**config.mk**
```make
export PLATFORM = sky130hd
export DESIGN_NAME = bin2bcd_seq
export DESIGN_NICKNAME = d
export VERILOG_FILES = /design/src/rtl/bin2bcd_seq.sv
export SDC_FILE = /design/constraint.sdc
export NUM_CORES = 1
export LEC_CHECK = 0
export ABC_AREA = 1
export ABC_CLOCK_PERIOD_IN_PS = 1200
export CORE_MARGIN = 2
export CORE_UTILIZATION = 48
export DETAILED_ROUTE_END_ITERATION = 6
export PLACE_DENSITY = 0.77
export SETUP_SLACK_MARGIN = 0.3
export SLEW_MARGIN = 10
export SYNTH_ARGS = -nofsm -noshare
export SYNTH_HDL_FRONTEND = slang
export SYNTH_SLANG_ARGS = --single-unit
```
**constraint.sdc**
```tcl
create_clock -name clk_i -period 1.2 [get_ports clk_i]
set_input_delay 0.12 -clock clk_i [delete_from_list [all_inputs] [get_ports clk_i]]
set_output_delay 0.12 -clock clk_i [all_outputs]
set_load 0.01 [all_outputs]
```
**src/rtl/bin2bcd_seq.sv**
```systemverilog
// Sequential binary-to-BCD converter (shift-add-3), one input bit per clock.
// Parametrised widths, start/busy/valid handshake, sticky overflow when DIGITS is too small.
module bin2bcd_seq #(
  parameter int BIN_WIDTH = 8,
  parameter int DIGITS    = 3
) (
  input  logic                   clk_i,
  input  logic                   rst_i,
  input  logic                   start_i,
  input  logic [BIN_WIDTH-1:0]   bin_i,
  output logic                   busy_o,
  output logic                   valid_o,
  output logic [4*DIGITS-1:0]    bcd_o,
  output logic                   overflow_o
);

  localparam int BCD_W = 4 * DIGITS;
  localparam int CNT_W = $clog2(BIN_WIDTH);
  localparam logic [CNT_W-1:0] LAST_CNT = CNT_W'(BIN_WIDTH - 1);

  typedef enum logic [0:0] {
    ST_IDLE  = 1'b0,
    ST_SHIFT = 1'b1
  } state_e;

  state_e                 state_q;
  logic                   busy_q;
  logic                   valid_q;
  logic [BCD_W-1:0]       bcd_q;
  logic                   overflow_q;
  logic [BCD_W-1:0]       work_q;
  logic [BIN_WIDTH-1:0]   shift_q;
  logic                   sticky_q;
  logic [CNT_W-1:0]       cnt_q;

  logic [BCD_W-1:0]       adj_s;
  logic                   carry_s;
  logic [BCD_W-1:0]       work_d;
  logic [BIN_WIDTH-1:0]   shift_d;
  logic                   sticky_d;

  function automatic logic [3:0] dabble_digit(input logic [3:0] d);
    if (d >= 4'd5) begin
      return d + 4'd3;
    end else begin
      return d;
    end
  endfunction

  // One double-dabble iteration: correct all digits from pre-shift values, then shift left.
  always_comb begin
    adj_s = {BCD_W{1'b0}};
    for (int i = 0; i < DIGITS; i++) begin
      adj_s[4*i +: 4] = dabble_digit(work_q[4*i +: 4]);
    end
    {carry_s, work_d} = {adj_s, shift_q[BIN_WIDTH-1]};
    shift_d  = {shift_q[BIN_WIDTH-2:0], 1'b0};
    // A bit carried out of the top digit means the value no longer fits in DIGITS digits.
    sticky_d = sticky_q | carry_s;
  end

  // Control FSM with registered handshake and result outputs.
  always_ff @(posedge clk_i or posedge rst_i) begin
    if (rst_i) begin
      state_q    <= ST_IDLE;
      busy_q     <= 1'b0;
      valid_q    <= 1'b0;
      bcd_q      <= {BCD_W{1'b0}};
      overflow_q <= 1'b0;
      work_q     <= {BCD_W{1'b0}};
      shift_q    <= {BIN_WIDTH{1'b0}};
      sticky_q   <= 1'b0;
      cnt_q      <= {CNT_W{1'b0}};
    end else begin
      case (state_q)
        ST_IDLE: begin
          valid_q <= 1'b0;
          if (start_i) begin
            state_q  <= ST_SHIFT;
            busy_q   <= 1'b1;
            shift_q  <= bin_i;
            work_q   <= {BCD_W{1'b0}};
            sticky_q <= 1'b0;
            cnt_q    <= {CNT_W{1'b0}};
          end else begin
            state_q <= ST_IDLE;
            busy_q  <= 1'b0;
          end
        end
        ST_SHIFT: begin
          work_q   <= work_d;
          shift_q  <= shift_d;
          sticky_q <= sticky_d;
          cnt_q    <= cnt_q + CNT_W'(1);
          if (cnt_q == LAST_CNT) begin
            state_q    <= ST_IDLE;
            busy_q     <= 1'b0;
            valid_q    <= 1'b1;
            bcd_q      <= work_d;
            overflow_q <= sticky_d;
          end else begin
            state_q <= ST_SHIFT;
            busy_q  <= 1'b1;
            valid_q <= 1'b0;
          end
        end
        default: begin
          state_q <= ST_IDLE;
          busy_q  <= 1'b0;
          valid_q <= 1'b0;
        end
      endcase
    end
  end

  assign busy_o     = busy_q;
  assign valid_o    = valid_q;
  assign bcd_o      = bcd_q;
  assign overflow_o = overflow_q;

endmodule

```
Word level (Yosys, flattened, before mapping)
Index checks and enable logic that the tools add are counted.

Add/sub/neg operators: 4. $mul: 0. Divide/modulo/power cells: 0. Magnitude comparators: 3. Equality and inequality tests: 2. Shift operators: 0. Multiplexer cells: 16. Bitwise gates (word level): 2. Reduce and logical (&&, ||, !) cells: 1.

Operator list (count): 12-bit case mux with 2 select lines (1); 8-bit case mux with 2 select lines (1); 4-bit by 2-bit adder with 4-bit output (second input constant) (3); 4-bit by 3-bit greater-or-equal comparator with 1-bit output (second input constant) (3); 12-bit two-way mux (1); 4-bit two-way mux (3); 8-bit two-way mux (1); 1-bit case mux with 2 select lines (3); 3-bit case mux with 2 select lines (1); 1-bit two-way mux (4); 3-bit by 1-bit adder with 3-bit output (second input constant) (1); 3-bit == test (second input constant) (1); 3-bit two-way mux (1); 2-bit != test (second input constant) (1); 2-bit AND reduction (1); 1-bit inverter (1); 1-bit OR (1).

Flip-flop bits (word level): 39. Bits in latches: 0. RAM bits: 0. Memory bits (read-only): 0. Output and inout port bits: 15. Logic and storage cells: 36. Memories kept: 0.

Logic depth before layout (Yosys ltp)
Gate-level depths: netlist (run 1).

Depth after elaboration: 4. Gate-level depth with buffers: 10.

Worst setup path before layout (run 1)
Ideal clock, no wire load.

Path type: reg-to-reg. From: reg cnt_q[0]. To: reg bcd_q[8] (netlist: bcd_o[8]). Library setup time: 0.118 ns. Arrival: 1.169 ns. Data required time: 1.082 ns. Slack: -0.087 ns. Stages on the path, launching flop included: 8. Cell sequence: dfrtp_1 -> ha_1 -> ha_1 -> nand2_2 -> inv_2 -> buf_4 -> nand3_1 -> nand2_1.

Word-level cells in the longest chain between the ends: 2.

Ends and longest elaborated chain: from (decl) (line 34) `logic [CNT_W-1:0] cnt_q;`; from (signal assigned) (line 73) `cnt_q <= {CNT_W{1'b0}};`; from (signal assigned) (line 84) `cnt_q <= {CNT_W{1'b0}};`; from (signal assigned) (line 94) `cnt_q <= cnt_q + CNT_W'(1);`; 3-bit == test (line 95) `if (cnt_q == LAST_CNT) begin`; 2-bit AND reduction (no source line); to (signal assigned) (line 68) `bcd_q <= {BCD_W{1'b0}};`; to (signal assigned) (line 99) `bcd_q <= work_d;`; to (decl) (line 29) `logic [BCD_W-1:0] bcd_q;`.

No other way between the ends. A chain may end at the register's enable or synchronous reset.

Worst setup path in the final report (run 1)
From: reg work_q[4]. To: reg bcd_q[8] (netlist: bcd_o[8]).

Word-level cells in the longest chain between the ends: 2.

Ends and longest elaborated chain: from (decl) (line 31) `logic [BCD_W-1:0] work_q;`; from (signal assigned) (line 70) `work_q <= {BCD_W{1'b0}};`; from (signal assigned) (line 82) `work_q <= {BCD_W{1'b0}};`; from (signal assigned) (line 91) `work_q <= work_d;`; 4-bit by 2-bit adder with 4-bit output or 4-bit by 3-bit greater-or-equal comparator with 1-bit output (tied branches) (line 44, 43); 4-bit two-way mux * (line 43) `if (d >= 4'd5) begin`.

Every way passes the cells marked *; elsewhere a longest branch is shown, timed or not.

==> results of run 1 <==
cell families after synthesis:
| group | Yosys count | synth area share, % |
|---|---|---|
| buf+inv | 26 | 6.33 |
| flops | 39 | 53.6 |
| compound gates | 26 | 8.67 |
| fa+ha+maj | 8 | 5.50 |
| simple gates | 115 | 25.9 |
final cells by class:
cell class | instances | area (µm²) | area share, %
Multi-Input combinational cell | 149 | 1110 | 36.7
Clock inverter | 2 | 38.8 | 1.28
Tap cell | 48 | 60.1 | 1.98
Timing Repair inverter | 1 | 11.3 | 0.371
Sequential cell | 39 | 978 | 32.3
Clock buffer | 6 | 82.6 | 2.72
Timing Repair Buffer | 75 | 642 | 21.2
Inverter | 20 | 106 | 3.51
registers in the layout (all words and copies together), names as in the netlist:
name        flops
sticky_q        1
shift_q         8
busy_o          1
cnt_q           3
bcd_o          12
work_q         12
valid_o         1
overflow_o      1
repair_timing:
item                                    CTS  global route
gates resized for setup                 126            49
endpoints found under the setup margin   54            54
pin swaps                                28            30
gates cloned                              2             1
buffers inserted                         18            13
power groups by stage:
stage                     logic [µW]  registers (µW)  clock network (µW)
final                           5580            2450                1190
after global routing            5960            2490                1260
after CTS                       4310            2350                1180
after global placement          3130            2320                   0
after detailed placement        3260            2340                   0
after floorplan                 2030            2400                   0
final timing paths:
| check | start | to | cells after the start |
|---|---|---|---|
| max | work_q[4] | bcd_o[8] | 7 |
| min | rst_i | work_q[8] | 2 |
| max reg2reg | work_q[4] | bcd_o[8] | 7 |
| min reg2reg | bcd_o[5] | bcd_o[5] | 2 |
| max in group asynchronous | rst_i | bcd_o[0] | 3 |
| min in group clk_i | bin_i[3] | shift_q[3] | 3 |
worst max-delay path, cell delays in order, from the launching register on:
cell and delay, ns:
dfrtp_1 0.43, buf_6 0.14, buf_6 0.11, o21ai_0 0.22
nand2_1 0.13, nand2_2 0.12, nand3_2 0.07, nand2_1 0.06
metal layers:
metal	global-route usage (%)	vias to the layer above	part of all wire [%]
met2	43.5	71	52
met5	0	-	0
met3	5.48	16	5.1
li1	-	848	-
met4	9.90	0	2.4
met1	30.0	911	40
synth_stat cells, drive strengths merged:
cell type	n
a22o	3
buf	6
nand3	29
o21ai	13
o211ai	3
dfrtp	39
a21oi	3
nor2	6
o22ai	4
ha	8
nand2	80
inv	20
per-stage QoR:
step                      total power (µW)  area (µm²)  instances  hold slack [ns]
after floorplan                       4420        1890        214           0.0924
after global placement                5450        2280        298            0.452
after detailed placement              5600        2280        298            0.461
after CTS                             7830        2730        326            0.144
after global routing                  9700        3030        340            0.131
final                                 9220        3030        340            0.133
==> impl_results.md, run 1 <==
* Clock Path Buffers at 2
* Global-route wire length before repair at roughly 8 mm
* Cell-internal power at 5160 µW
* Mapped Nets at 233
* Post-synthesis cell count at around 210
* Vias in the first global route at ~1.8k
* #FFs+latches synth at 39
* Sw power at 4060 µW
* Clock share of power at 12.9%
* Post-synth cell types at 17
* Vias at 1846
* Final hold violations at 0
* Area growth syn-to-layout at 66.7%
* Setup TNS at -1.97 ns
* DRT Pass-1 Iters at 4
* Outcome: complete, but fails checks
* I/O pin cnt at 26
* Yosys warns at 0
* Max Clk Rate at 751 MHz
* Antenna Nets Post-Route at 0
* Final min period at 1.33 ns
* Global Route Usage Sum at 25.0%
* Filler cell count at 203
* Synth Area per Inst at 8.50 µm²
* CP Launch Type: flip-flop
* Failing checks: negative setup slack
* Seq/Total Area, Yosys at a little over half
* Die area at 4300 µm²
* Clk Latency, worst-skew pair at 0.30 ns
* Antenna cells at 0
* Proportion of layout cells with a drive suffix above 1 at 52.4%
* Area contributors post-synth: dfrtp_1 (54%), nand2_1 (16%), nand3_1 (8.0%)
* DR iter-0 viols at 155
* H-tree levels at 2
* Netlist Area Pre-Place at 1820 µm²
* Peak VDD IR at 1.65 mV
* Initial antenna violation count at 0
* MaxCap Viol Count at 0
* DIE HEIGHT at approximately 66 µm
* Crit Path Class: flip-flop to flip-flop
* Area leader, netlist: dfrtp_1
* Period utilisation layout at 111%
* Logic gate share of total power at 60.6%
* Power Dens Cells at 3040 nW/µm²
* Via/cell ratio at 5.43
* Starting density of the core at 49.7%
* Commonest non-fill, non-tap cell in the layout: nand2_1
* Worst Path Required at 1.45 ns
* Number of buffers added on ports at 25
* Worst Hold Class: input pin to async pin
* Commonest non-fill, non-tap cells in the layout: nand2_1 (60), dfrtp_1 (37), buf_4 (36), nand3_2 (19), buf_2 (14)
* Inserted Clock Buffers at 5
* Final HPWL DP at 2.85 mm
* Final worst slack at -0.132 ns
* CTS tree: yes
* Cell row count at 22
* Final setup viols at 23
* Crit-path max FO at 3
* Switching Fraction at 44.0%
* Die width at roughly 66 µm
* Clock skew at 0.00802 ns
* RSZ-0062 raised after global routing: yes
* Worst rel slew slack at 74.0%
* Pre-CTS WS at -0.115 ns
* Least-Margin Pin Slew at 0.389 ns
* Clock sink count at 39
* Sequential share of power at 26.5%
* WP data arrival at 1.58 ns
* Final Core Density at 82.8%
* Clock tree root buffer cell: clkbuf_8
* Pleak at 0.00150 µW
* WL final at just under 6 mm
* Setup crit end kind: flip-flop
* Drt drc at 0
* Routability Congestion at 0.883
* Reg2Reg Setup Slack at -0.13 ns
* Reg clk slew, reported paths at ~0.09 ns
* Hold buffers post-CTS at 0
* Max-slew violation count at 0
* Largest net degree at the start of global routing at 14
* Final net count at 310
* Core Region at 3660 µm²
* Top-area cell type share of the netlist area at ~54%
* WL/cell at ~17 µm
* GRT overflow at 0
Power figures use the tool's default switching activity.
==> run 2, diff against run 1 <==
Settings changed: GPL_ROUTABILITY_DRIVEN set to 0, PLACE_DENSITY 0.77 to 0.74.
==> run 2 against run 1 <==
  * The run still ends with negative setup slack left
  * Core utilization is 4.0 points lower
  * Sequential share of layout area is 1.6 points higher
  * Wire length is 12% lower
  * Cell count is 0.59% lower
  * Hold slack better by 0.075 ns
  * Die area stayed put
  * Sequential power is 2% lower
==> impl_results.md, run 2 (same netlist as run 1, synthesis figures left out) <==
* Worst Hold Class: input pin to async pin (unchanged)
* Vias in the first global route at 1638 (was 1792)
* Crit Path Class: flip-flop to flip-flop (unchanged)
* Outcome: complete, but fails checks (unchanged)
* Antenna cells at 0 (unchanged)
* WP data arrival at 1.50 ns (was 1.58 ns)
* Via/cell ratio at 5.29 (was 5.43)
* DR iter-0 viols at 107 (was 155)
* Commonest non-fill, non-tap cell in the layout: nand2_1 (unchanged)
* Filler cell count at 214 (was 203)
* H-tree levels at 2 (unchanged)
* Largest net degree at the start of global routing at 40 (was 14)
* Max-slew violation count at 0 (unchanged)
* Core Region at 3660 µm² (unchanged)
* Worst flop-to-flop path endpoint: work_q[11] (was bcd_o[8])
* Crit-path max FO at 4 (was 3)
* Peak VDD IR at 1.27 mV (was 1.65 mV)
* Inserted Clock Buffers at 5 (unchanged)
* Vias at 1789 (was 1846)
* Final HPWL DP at 2.59 mm (was 2.85 mm)
* GRT overflow at 0 (unchanged)
* Hold buffers post-CTS at 0 (unchanged)
* Antenna Nets Post-Route at 0 (unchanged)
* Die area at 4300 µm² (unchanged)
* Final worst slack at -0.136 ns (was -0.132 ns)
* Clk Latency, worst-skew pair at 0.29 ns (was 0.30 ns)
* WL final at 5.08 mm (was 5.79 mm)
* Final Core Density at 78.8% (was 82.8%)
* Setup crit end kind: flip-flop (unchanged)
* Worst rel slew slack at 73.2% (was 74.0%)
* Max Clk Rate at 749 MHz (was 751 MHz)
* Worst reg2reg startpoint: work_q[8] (was work_q[4])
* Area post-placement at 2310 µm² (was 2280 µm²)
* Area growth syn-to-layout at 58.7% (was 66.7%)
* Final setup viols at 20 (was 23)
* CTS tree: yes (unchanged)
* Drt drc at 0 (unchanged)
* Clock tree root buffer cell: clkbuf_8 (unchanged)
* Pre-CTS WS at -0.108 ns (was -0.115 ns)
* CP Launch Type: flip-flop (unchanged)
* Commonest non-fill, non-tap cells in the layout: nand2_1 (59), dfrtp_1 (37), buf_4 (30), buf_6 (19) (was nand2_1 (60), dfrtp_1 (37), buf_4 (36), nand3_2 (19), buf_2 (14))
* Clock Path Buffers at 2 (unchanged)
* Reg clk slew, reported paths at 0.08 ns (was 0.09 ns)
* Cell row count at 22 (unchanged)
* Final Instance Area at 2890 µm² (was 3030 µm²)
* WL/cell at 15.0 µm (was 17.0 µm)
* I/O pin cnt at 26 (unchanged)
* Final hold violations at 0 (unchanged)
* Global-route wire length before repair at 7.51 mm (was 8.15 mm)
* DRT Pass-1 Iters at 4 (unchanged)
* Initial antenna violation count at 0 (unchanged)
* R2R cell count at 6 (was 7)
* Proportion of layout cells with a drive suffix above 1 at 49.0% (was 52.4%)
* Clock skew at 0.00638 ns (was 0.00802 ns)
* MaxCap Viol Count at 0 (unchanged)
* Least-Margin Pin Slew at 0.403 ns (was 0.389 ns)
* Final min period at 1.34 ns (was 1.33 ns)
* Reg2Reg Setup Slack at -0.14 ns (was -0.13 ns)
* Power Dens Cells at 2930 nW/µm² (was 3040 nW/µm²)
* Final net count at 308 (was 310)
* Pleak at 0.00143 µW (was 0.00150 µW)
* Clock sink count at 39 (unchanged)
* Failing checks: negative setup slack (unchanged)
* RSZ-0062 raised after global routing: yes (unchanged)
* Period utilisation layout at 111% (about the same)
* Global Route Usage Sum at 23.4% (was 25.0%)
* Die width at 65.6 µm (unchanged)
* Worst Path Required at 1.36 ns (was 1.45 ns)
* Number of buffers added on ports at 25 (unchanged)
* DIE HEIGHT at 65.6 µm (unchanged)
* Starting density of the core at 49.7% (unchanged)
## run 2: changes by cell type in the layout (fill, tap and decap cells not counted), sizes merged
cell / change
bufinv: -1
buf: -2
clkbuf: +1
## run 2: how the worst max path moves through the flow
stage | startpoint | endpoint | slack, ns | cells after the start
3_5_place_dp | work_q[8] | bcd_o[9] | -0.11 | 9
5_1_grt | work_q[4] | bcd_o[5] | -0.21 | 8
4_1_cts | work_q[8] | bcd_o[9] | -0.03 | 10
6_report | work_q[8] | work_q[11] | -0.14 | 6
2_1_floorplan | cnt_q[0] | bcd_o[4] | 0.02 | 7
3_3_place_gp | work_q[8] | work_q[9] | -0.09 | 10
## run 2: stage by stage
stage	hold WS, ns	instances	total power (µW)	setup TNS (ns)
floorplan	0.0924	214	4420	0
global placement	0.464	301	5550	-0.386
detailed placement	0.465	301	5660	-0.877
CTS	0.214	326	7290	-0.234
global route	0.221	338	8990	-3.01
finish	0.208	338	8460	-1.38
## run 2: repair_timing
item / 4_1_cts / 5_1_grt
endpoints found under the setup margin: 54 / 54
endpoints found under the hold margin: 0 / 0
cloned: 2 / 0
gates resized for setup: 117 / 44
setup buffers: 15 / 12
pin swaps: 17 / 25
## run 2: area by class of cell
cell class | instances | area (µm²) | share of cell area (%)
Inverter | 20 | 93.8 | 3.25
Timing Repair Buffer | 73 | 624 | 21.6
Tap cell | 48 | 60.1 | 2.08
Sequential cell | 39 | 978 | 33.9
Clock buffer | 7 | 76.3 | 2.64
Clock inverter | 1 | 5.00 | 0.173
Multi-Input combinational cell | 149 | 1040 | 35.9
Timing Repair inverter | 1 | 11.3 | 0.390
## run 2: layer usage
metal	global-route usage (%)	up-vias	share of wire, %
met4	8.59	0	1.3
met1	30.4	865	41
met5	0	-	0
met3	5.82	11	5.9
li1	-	846	-
met2	37.9	67	52
## run 2: report_power, final
| part | total, µW | internal [µW] | switching (µW) |
|---|---|---|---|
| logic | 5180 | 2460 | 2730 |
| registers | 2390 | 1920 | 479 |
| clock network | 879 | 409 | 470 |
| total | 8460 | 4780 | 3680 |
## run 2: critical path, stage by stage, from the launching register on
cell     delay (ns)
dfrtp_2        0.46
inv_2          0.09
ha_4           0.13
buf_4          0.10
nor2_1         0.03
o21ai_1        0.24
o22ai_1        0.14
==> run 3, diff against run 2 <==
Settings changed: SKIP_CTS_REPAIR_TIMING set to 1.
==> run 3 against run 2 <==
  * Sequential power down 2%
  * Wire length down 16%
  * Cell count down 4.4%
  * Critical path type unchanged
  * Hold slack better by 0.032 ns
  * Global-route usage down 4.2 points
  * Core utilization down 7.7 points
  * Clock skew up 0.00073 ns
  * The flow still finishes with violations (negative setup slack)
  * Critical endpoint is now bcd_o[10]
  * Largest cell class is now registers
  * Fmax up 0.89%
  * Largest power group unchanged
  * Critical path depth up 4
  * Flip-flop and latch count unchanged
==> impl_results.md, run 3 (same netlist as run 1, synthesis figures left out) <==
* Setup TNS at -0.872 ns (was -1.38 ns)
* Worst rel slew slack at 81.8% (was 73.2%)
* Max-slew violation count at 0 (unchanged)
* Starting density of the core at 49.7% (unchanged)
* Worst Hold Class: input pin to async pin (unchanged)
* Most common cell on crit path: nand2_2
* Worst flop-to-flop path endpoint: bcd_o[10] (was work_q[11])
* Global Route Usage Sum at 19.2% (was 23.4%)
* Slowest stage delay, CP at 0.46 ns (about the same)
* Cell-internal power at 4280 µW (was 4780 µW)
* Max Clk Rate at 755 MHz (was 749 MHz)
* WL/cell at 13.2 µm (was 15.0 µm)
* H-tree levels at 2 (unchanged)
* MaxCap Viol Count at 0 (unchanged)
* Outcome: complete, but fails checks (unchanged)
* Die width at 65.6 µm (unchanged)
* Sequential share of power at 31.8% (was 28.3%)
* DR iter-0 viols at 121 (was 107)
* Reg clk slew, reported paths at 0.08 ns (about the same)
* Sw power at 3120 µW (was 3680 µW)
* CP Launch Type: flip-flop (unchanged)
* Die area at 4300 µm² (unchanged)
* Number of buffers added on ports at 25 (unchanged)
* Drt drc at 0 (unchanged)
* Vias in the first global route at 1416 (was 1638)
* Clock skew at 0.00711 ns (was 0.00638 ns)
* DRT Pass-1 Iters at 4 (unchanged)
* DIE HEIGHT at 65.6 µm (unchanged)
* Core Region at 3660 µm² (unchanged)
* Period utilisation layout at 110% (was 111%)
* Clock tree root buffer cell: clkbuf_8 (unchanged)
* Clock sink count at 39 (unchanged)
* Cell count after placement at 301 (unchanged)
* Switching Fraction at 42.2% (was 43.5%)
* Commonest non-fill, non-tap cells in the layout: nand2_1 (67), dfrtp_1 (37), buf_4 (27), nand3_1 (22), buf_2 (13) (was nand2_1 (59), dfrtp_1 (37), buf_4 (30), buf_6 (19))
* Final min period at 1.32 ns (was 1.34 ns)
* Least-Margin Pin Slew at 0.273 ns (was 0.403 ns)
* Final net count at 293 (was 308)
* Pre-CTS WS at -0.108 ns (unchanged)
* Final hold violations at 0 (unchanged)
* Failing checks: negative setup slack (unchanged)
* CP cell instances: inv_2 > ha_4 > inv_2 > nand2_2 > nand2_2 > inv_2 > nand2_2 > nand2_2 > nand3_2 > nand2_1 (was inv_2 > ha_4 > buf_4 > nor2_1 > o21ai_1 > o22ai_1)
* Inserted Clock Buffers at 5 (unchanged)
* R2R cell count at 10 (was 6)
* Commonest non-fill, non-tap cell in the layout: nand2_1 (unchanged)
* Cell row count at 22 (unchanged)
* Via/cell ratio at 5.12 (was 5.29)
* RSZ-0062 raised after global routing: yes (unchanged)
* Clock Path Buffers at 2 (unchanged)
* CTS tree: yes (unchanged)
* Final std cells w/o fill at 323 (was 338)
* GRT overflow at 0 (unchanged)
* Worst Path Required at 1.43 ns (was 1.36 ns)
* Largest net degree at the start of global routing at 40 (unchanged)
* Crit Path Class: flip-flop to flip-flop (unchanged)
* Vias at 1654 (was 1789)
* Final HPWL DP at 2.59 mm (unchanged)
* WP data arrival at 1.56 ns (was 1.50 ns)
* I/O pin cnt at 26 (unchanged)
* Logic gate share of total power at 56.5% (was 61.3%)
* Final worst slack at -0.124 ns (was -0.136 ns)
* Initial antenna violation count at 0 (unchanged)
* Worst reg2reg startpoint: work_q[8] (unchanged)
* Clk Latency, worst-skew pair at 0.30 ns (was 0.29 ns)
* Antenna Nets Post-Route at 0 (unchanged)
* CP max-delay cell: dfrtp_2 (unchanged)
* Clock share of power at 11.7% (was 10.4%)
* Peak VDD IR at 1.34 mV (was 1.27 mV)
* Area growth syn-to-layout at 43.2% (was 58.7%)
* WL final at 4.25 mm (was 5.08 mm)
* Setup crit end kind: flip-flop (unchanged)
* Pleak at 0.00130 µW (was 0.00143 µW)
* Filler cell count at 288 (was 214)
* Final setup viols at 15 (was 20)
* Power Dens Cells at 2840 nW/µm² (was 2930 nW/µm²)
* Reg2Reg Setup Slack at -0.12 ns (was -0.14 ns)
* Global-route wire length before repair at 6.16 mm (was 7.51 mm)
* Antenna cells at 0 (unchanged)
* Proportion of layout cells with a drive suffix above 1 at 38.9% (was 49.0%)
* Crit-path max FO at 4 (unchanged)
==> run 3: cell count changes in the layout (fill, tap and decap cells not counted), moves of 4 or more <==
cell | previous run | this run
buf_6 | 19 | 8
nand2_1 | 59 | 67
nand2_2 | 15 | 11
nand3_1 | 14 | 22
nand3_2 | 15 | 7
==> run 3: worst max path at each step <==
stage,from,end,slack [ns],cells after the start
2_1_floorplan,cnt_q[0],bcd_o[4],0.02,7
3_3_place_gp,work_q[8],work_q[9],-0.09,10
3_5_place_dp,work_q[8],bcd_o[9],-0.11,9
4_1_cts,busy_o,busy_o,-0.24,1
5_1_grt,work_q[8],bcd_o[10],-0.18,8
6_report,work_q[8],bcd_o[10],-0.12,10
==> run 3: critical path, delay by kind of cell (launching register included) <==
kind / cells / cell delay, ns
adder cells (fa/ha/maj): 1 / 0.14
flip-flops: 1 / 0.46
buffers and inverters: 3 / 0.21
AND/OR/NAND/NOR: 6 / 0.44
==> run 3: per-stage QoR <==
| stage | util (%) | cell area (µm²) | total power (µW) | hold WS [ns] |
|---|---|---|---|---|
| after global routing | 71.2 | 2610 | 7980 | 0.268 |
| after global placement | 63.0 | 2310 | 5550 | 0.464 |
| after floorplan | - | 1890 | 4420 | 0.0924 |
| final | 71.2 | 2610 | 7400 | 0.239 |
| after CTS | 65.2 | 2390 | 6540 | 0.214 |
| after detailed placement | 63.0 | 2310 | 5660 | 0.465 |
==> run 3: cell type report <==
type	count	area, µm²	share of cell area [%]
timing repair buffer	59	478	18.3
clock inverter	1	5.00	0.192
inverter	20	88.8	3.41
multi-input combinational	149	918	35.3
tap	48	60.1	2.31
clock buffer	7	76.3	2.93
sequential	39	978	37.6
==> run 3: power by group through the flow <==
stage / Combinational [µW] / Sequential [µW] / Clock, µW
after floorplan: 2030 / 2400 / 0
after global placement: 3230 / 2330 / 0
after detailed placement: 3320 / 2340 / 0
after CTS: 3320 / 2320 / 896
after global routing: 4610 / 2410 / 949
final: 4180 / 2350 / 865
==> run 3: metal layers <==
layer  vias up  global-route usage, %  wire length, µm
met2        37                   30.2             2070
met4         0                   7.55               59
met5         -                      0                0
met3         6                   5.14              147
li1        816                      -                -
met1       795                   25.2             1970
